**src/rtl/axi_read_arbiter.sv**
```systemverilog
// rtl/axi_read_arbiter.sv - two-requester round-robin AXI read arbiter (i_cache / d_cache)
module axi_read_arbiter #(
  parameter int ADDR_W = 32,
  parameter int DATA_W = 32
) (
  input  logic                  clk,
  input  logic                  rst,
  input  logic [1:0]            req_arvalid,
  output logic [1:0]            req_arready,
  input  logic [2*ADDR_W-1:0]   req_araddr,
  input  logic [15:0]           req_arlen,
  output logic [1:0]            req_rvalid,
  input  logic [1:0]            req_rready,
  output logic [DATA_W-1:0]     req_rdata,
  output logic                  req_rlast,
  output logic                  m_axi_arvalid,
  input  logic                  m_axi_arready,
  output logic [ADDR_W-1:0]     m_axi_araddr,
  output logic [7:0]            m_axi_arlen,
  output logic [3:0]            m_axi_arid,
  input  logic                  m_axi_rvalid,
  output logic                  m_axi_rready,
  input  logic [DATA_W-1:0]     m_axi_rdata,
  input  logic                  m_axi_rlast,
  output logic                  grant,
  output logic                  busy,
  output logic                  len_err
);

  typedef enum logic [1:0] {IDLE, ADDR, DATA} state_t;

  state_t              state_q, state_d;
  logic                grant_q, grant_d;
  logic                prio_q, prio_d;      // requester that wins the next contention
  logic                len_err_q, len_err_d;
  logic [ADDR_W-1:0]   addr_q, addr_d;
  logic [7:0]          len_q, len_d;
  logic [8:0]          cnt_q, cnt_d;        // beats already accepted in this burst
  logic                pick;
  logic                beat;

  // Round-robin choice: contention goes to prio_q, a lone requester always wins.
  always_comb begin
    if (req_arvalid == 2'b11) pick = prio_q;
    else                      pick = req_arvalid[1];
  end

  // State register and latched request; async reset returns everything to idle.
  always_ff @(posedge clk or posedge rst) begin
    if (rst) begin
      state_q   <= IDLE;
      grant_q   <= 1'b0;
      prio_q    <= 1'b0;
      len_err_q <= 1'b0;
      addr_q    <= '0;
      len_q     <= '0;
      cnt_q     <= '0;
    end else begin
      state_q   <= state_d;
      grant_q   <= grant_d;
      prio_q    <= prio_d;
      len_err_q <= len_err_d;
      addr_q    <= addr_d;
      len_q     <= len_d;
      cnt_q     <= cnt_d;
    end
  end

  // Next-state logic and channel routing; R channel is only connected in DATA.
  always_comb begin
    state_d       = state_q;
    grant_d       = grant_q;
    prio_d        = prio_q;
    len_err_d     = len_err_q;
    addr_d        = addr_q;
    len_d         = len_q;
    cnt_d         = cnt_q;
    req_arready   = 2'b00;
    req_rvalid    = 2'b00;
    m_axi_arvalid = 1'b0;
    m_axi_rready  = 1'b0;
    beat          = 1'b0;
    case (state_q)
      IDLE: begin
        if (|req_arvalid) begin
          req_arready[pick] = 1'b1;
          grant_d           = pick;
          prio_d            = ~pick;
          addr_d            = pick ? req_araddr[ADDR_W +: ADDR_W] : req_araddr[0 +: ADDR_W];
          len_d             = pick ? req_arlen[8 +: 8] : req_arlen[0 +: 8];
          state_d           = ADDR;
        end
      end
      ADDR: begin
        m_axi_arvalid = 1'b1;
        if (m_axi_arready) begin
          cnt_d   = '0;
          state_d = DATA;
        end
      end
      DATA: begin
        req_rvalid[grant_q] = m_axi_rvalid;
        m_axi_rready        = req_rready[grant_q];
        beat                = m_axi_rvalid & req_rready[grant_q];
        if (beat) begin
          cnt_d = cnt_q + 9'd1;
          if (m_axi_rlast) begin
            // A correct burst of len+1 beats has seen exactly len beats before rlast.
            if (cnt_q != {1'b0, len_q}) len_err_d = 1'b1;
            state_d = IDLE;
          end
        end
      end
      default: state_d = IDLE;
    endcase
  end

  assign m_axi_araddr = addr_q;
  assign m_axi_arlen  = len_q;
  assign m_axi_arid   = {3'b000, grant_q};
  assign req_rdata    = m_axi_rdata;
  assign req_rlast    = m_axi_rlast;
  assign grant        = grant_q;
  assign busy         = (state_q != IDLE);
  assign len_err      = len_err_q;

endmodule

```
**config.mk**
```make
export PLATFORM = sky130hd
export DESIGN_NAME = axi_read_arbiter
export DESIGN_NICKNAME = d
export VERILOG_FILES = /design/src/rtl/axi_read_arbiter.sv
export SDC_FILE = /design/constraint.sdc
export NUM_CORES = 1
export LEC_CHECK = 0
export CORE_AREA = 2 2 95 133
export CTS_BUF_LIST = sky130_fd_sc_hd__clkbuf_16
export CTS_CLUSTER_SIZE = 30
export DETAILED_ROUTE_END_ITERATION = 12
export DIE_AREA = 0 0 97 135
export SLEW_MARGIN = 20
export SYNTH_ARGS = -nofsm -noshare
export SYNTH_HDL_FRONTEND = slang
export SYNTH_SLANG_ARGS = --single-unit
export TNS_END_PERCENT = 100
```
**constraint.sdc**
```tcl
create_clock -name clk -period 4.6 [get_ports clk]
set_clock_uncertainty 0.15 [all_clocks]
set_input_delay 0.92 -clock clk [delete_from_list [all_inputs] [get_ports clk]]
set_output_delay 0.92 -clock clk [all_outputs]
set_load 0.05 [all_outputs]
```
* After elaboration in Yosys (flattened, before gate mapping)
Cells that the tools add are included.
** Storage, ports and cells
- Register bits after elaboration :: 54
- Input bits :: 121
- Output and inout port bits :: 86
** Operators by class
- $add $sub $neg :: 1
- Order comparisons :: 4
- Equal/unequal tests :: 8
- Mux-type cells :: 22
- Bitwise logic cells :: 3
- Reductions and logical operators :: 10
** Operators by type and width (count)
- 2-to-1 mux 32 bit :: 1
- 2-to-1 mux 9 bit :: 2
- one-hot mux 9 bit (2 select lines) :: 1
- 2-to-1 mux 2 bit :: 7
- adder 9 x 1 -> 9 bit (second input constant) :: 1
- inequality test 9 x 8 -> 1 bit :: 1
- 2-to-1 mux 8 bit :: 1
- inequality test 2 bit (second input constant) :: 4
- AND reduction 4 bit :: 2
- 2-to-1 mux 1 bit :: 7
- one-hot mux 2 bit (3 select lines) :: 1
- equality test 2 bit (second input constant) :: 2
- less-than comparator 1 x 2 -> 1 bit (second input constant) :: 2
- nonzero test 2 bit :: 2
- AND reduction 3 bit :: 1
- AND 2 bit :: 1
- demux 1 bit (select 1 bit) :: 2
- equality test 2 x 1 -> 1 bit (second input constant) :: 1
- greater-or-equal comparator 1 bit (second input constant) :: 2
- logical AND 1 bit :: 2
- logical NOT 2 bit :: 1
- AND reduction 2 bit :: 1
- OR reduction 2 bit :: 1
- AND 1 bit :: 1
- inverter 1 bit :: 1

* Depth between registers and ports, before layout
- Word-level depth :: 8
- Mapped depth :: 7

* Worst setup path before layout
Ideal clock, no wire load.
- Path type :: input to output
- Start :: input req_rready[1]
- End :: output m_axi_rready
- Arrival :: 2192 ps
- Data required time :: 3530 ps
- Path slack :: 1338 ps
- Cell stages on the path :: 2
- Path buffers :: 0
- Cells stage by stage :: mux2i_1 > nor3b_1
** On the way
- Longest elaborated chain between the ends :: 3
** Ends and longest elaborated chain
- start, declared :: line 13 : input logic [1:0] req_rready,
- 2-to-1 mux 1 bit (implied by the code) (2 in a row) :: line 103 : m_axi_rready = req_rready[grant_q];
- 2-to-1 mux 1 bit :: line 83 : case (state_q)
- end, declared :: line 22 : output logic m_axi_rready,
No other way between the ends. The select of a mux whose other input is x is not followed.

* Final worst setup path
- Start :: input req_arvalid[1]
- End :: output req_arready[0]
** On the way
- Longest elaborated chain between the ends :: 8
** Ends and longest elaborated chain
- start, declared :: line 8 : input logic [1:0] req_arvalid,
- equality test 2 bit :: line 44 : if (req_arvalid == 2'b11) pick = prio_q;
- 2-to-1 mux 1 bit :: line 44
- less-than comparator 1 x 2 -> 1 bit (implied by the code) or greater-or-equal comparator 1 bit (tied branches) :: line 86 : req_arready[pick] = 1'b1;
- logical AND 1 bit (implied by the code) :: line 86
- 2-to-1 mux 1 bit (implied by the code) :: line 86
- demux 1 bit (select 1 bit) :: line 86
- 2-to-1 mux 2 bit * :: line 85 : if (|req_arvalid) begin
- 2-to-1 mux 2 bit * :: line 83
- end, declared :: line 9 : output logic [1:0] req_arready,
Mark *: on every way between the ends. The rest lies on a longest branch, timed or not.

==> metrics.cfg <==
[clock_network]
cts.sinks = 54
cts_hold_buffers = 0
ctsHtreeMaxLevel = 2
clk_latency_ns = 0.29
clockBufferDepth = 2
path_clk_slew_ns = 0.07
cts_tree = yes
cts_setup_buffers = 0
root_buffer = clkbuf_16
post_cts_resized = 0
cts_buffers = 5

[route]
wl_per_cell_um = 14.1
drt_wl_total_um = 7660
viasPerCell = 4.35
dr.first_iter.drc_count = 42
drtPass1Iterations = 4
final_antenna_net_count = 0
dr_total_vias = 2373
drcViolationCount = 0

[placement]
numPortBuffers = 139
dpl.hpwl_um = 6020
place_congestion = 0.794
place_ws_ns = 0.759
placed_cells = 537

[die]
die_area_mm2 = 0.0131
fp.dieH_um = 135
rows = 47
ioPinCount = 207
start_util_pct = 24.7
die_w_um = 97
core_mm2 = 0.0118

[status]
status = complete, no violations

[global_route]
grt_max_degree = 79
globalRoute.totalOverflow = 0
grt_pass1_vias = 2449
grt_pass1_wl_um = 12300
track_usage_pct = 11.7
antenna_found_initial = 0

[sta]
rsz0062_at_grt = false
setup_ws_ns = 0.754
post-route-period-util_pct = 83.6
finalHoldViolations = 0
finalSetupTns_ns = 0
worst_slew_pin_slew_ns = 0.687
finalSetupViolations = 0
max_freq_ghz = 0.260
period_needed_ns = 3.85
drv_slew = 0
slew_headroom_pct = 54.2

[critical_path]
critPathLaunch = req_arvalid[1]
r2r-start = state_q[1]
end_kind = output pin
crit_type = in2out
required_ns = 3.53
worst_setup_path_start_kind = input port
cpPeakStageDelay_ns = 0.84
cp.arrival_ns = 2.78
cp_max_fo = 6
crit_chain = clkdlybuf4s50_1, nor2_1, nor2_1, and2_1, clkdlybuf4s50_1
slowest_stage = clkdlybuf4s50_1

[power_and_ir_drop]
power.density_mw_per_mm2 = 680
ir_drop_uv = 346
power_leakage_nw = 1.93
finalPower_w = 0.00296

[logic_synthesis]
synth_common_cells = 54 x dfrtp_1, 41 x nand2_1, 41 x o21ai_0
ys_ff_latch = 54
syn_inst = 296
synth_edf_count = 0
synth_cell_types = 37
syn_avg_cell_area_um2 = 9.86
async_flop_share_pct = 100
yosysWarnings = 0
synth_top_area_share_pct = 46.3
synth_top_area_cell = dfrtp_1
synth_area_mm2 = 0.00292
synthTopCellsByArea = dfrtp_1 46%, mux2i_1 13%, buf_4 9.5%
synth_flop_cell = dfrtp_1
ys_seq_area_share_pct = 46.3
synth.most_common_cell = dfrtp_1

[layout]
n_fill_cell = 1205
finalNetCount = 519
fin_cells = 545
area_growth_pct = 49.1
antenna_cells = 0
drive_above_1_share_pct = 4.52

[run]
drv_cap = 0

[worst_hold_path]
hold_path_class = reg2reg
hold_start = m_axi_araddr[11]

[layout by cell type (no fill, tap or decap), types with 2 or more instances in the layout]
master and n:
a31oi_1 3, inv_1 2, a221o_1 4, or2_2 2, and3_1 4, dfrtp_1 54, nor4_1 2, xor2_1 10
o21a_1 2, nor2_1 10, xnor2_1 2, nand2_1 41, nand2b_1 2, nand4_1 2, clkdlybuf4s50_1 138, clkbuf_16 5
nor3_1 3, and2_1 3, clkinvlp_4 2, nand3_1 4, a21o_1 2, mux2i_1 37, o21ai_0 41, a21oi_1 2
buf_4 4, or3_1 2, conb_1 3
[state kept, by name, summed over array words and instances (netlist names)]
| signal | cells |
|---|---|
| cnt_q | 9 |
| m_axi_arlen | 8 |
| m_axi_araddr | 32 |
| prio_q | 1 |
| grant | 1 |
| len_err | 1 |
| state_q | 2 |
[cell type report]
cell class | instances | area [µm²] | area share, %
Clock buffer | 5 | 125 | 2.88
Clock inverter | 3 | 45.0 | 1.04
Inverter | 3 | 11.3 | 0.259
Multi-Input combinational cell | 191 | 1220 | 28.1
Sequential cell | 54 | 1350 | 31.1
Tap cell | 147 | 184 | 4.23
Timing Repair Buffer | 142 | 1410 | 32.5
[where the power goes]
part | total [W] | leakage, nW | switching, W | internal (W)
clock network | 0.000429 | 0.0760 | 0.000173 | 0.000257
registers | 0.000827 | 0.677 | 0.000152 | 0.000675
logic | 0.00170 | 1.17 | 0.00111 | 0.000585
total | 0.00296 | 1.93 | 0.00144 | 0.00152
[worst max-delay path: cells and delay by family]
family / cells / cell delay, ns
AND/OR/NAND/NOR: 3 / 0.48
buffers and inverters: 2 / 1.36
[routing by layer]
metal	global-route usage, %	share of wire, %	vias up
met3	2.80	5.6	24
li1	-	-	1174
met1	12.8	39	1091
met4	6.10	3.6	0
met5	0	0	-
met2	21.0	52	84
[metrics by stage]
stage                     utilization [%]  area, µm²  hold WS [ns]
after floorplan                         -       2930         0.341
after global placement               35.4       4180         0.312
after detailed placement             35.4       4180         0.320
after CTS                            36.8       4350         0.337
after global routing                 36.8       4350         0.351
final                                36.8       4350         0.330
[worst paths after layout]
check	to	depth (start not counted)	slack, ns
hold / removal	m_axi_araddr[11]	2	0.33
setup reg to reg	m_axi_araddr[9]	4	2.48
setup / recovery	req_arready[0]	5	0.75
min in group asynchronous	m_axi_araddr[1]	2	0.90
hold reg to reg	m_axi_araddr[11]	2	0.33
max in group asynchronous	m_axi_araddr[10]	3	2.64
[cells by family (layout without fill, tap and decap cells)]
logic type / count (synthesis) / in the layout / synth area share, %
buf+inv: 53 / 153 / 12.4
compound gates: 56 / 56 / 11.0
xor+xnor: 12 / 12 / 3.60
mux: 38 / 38 / 13.1
flops: 54 / 54 / 46.3
other cells: 1 / 3 / 0.129
simple gates: 81 / 81 / 13.1
fa+ha+maj: 1 / 1 / 0.429
Note: power is estimated with default switching activity, not from simulation.
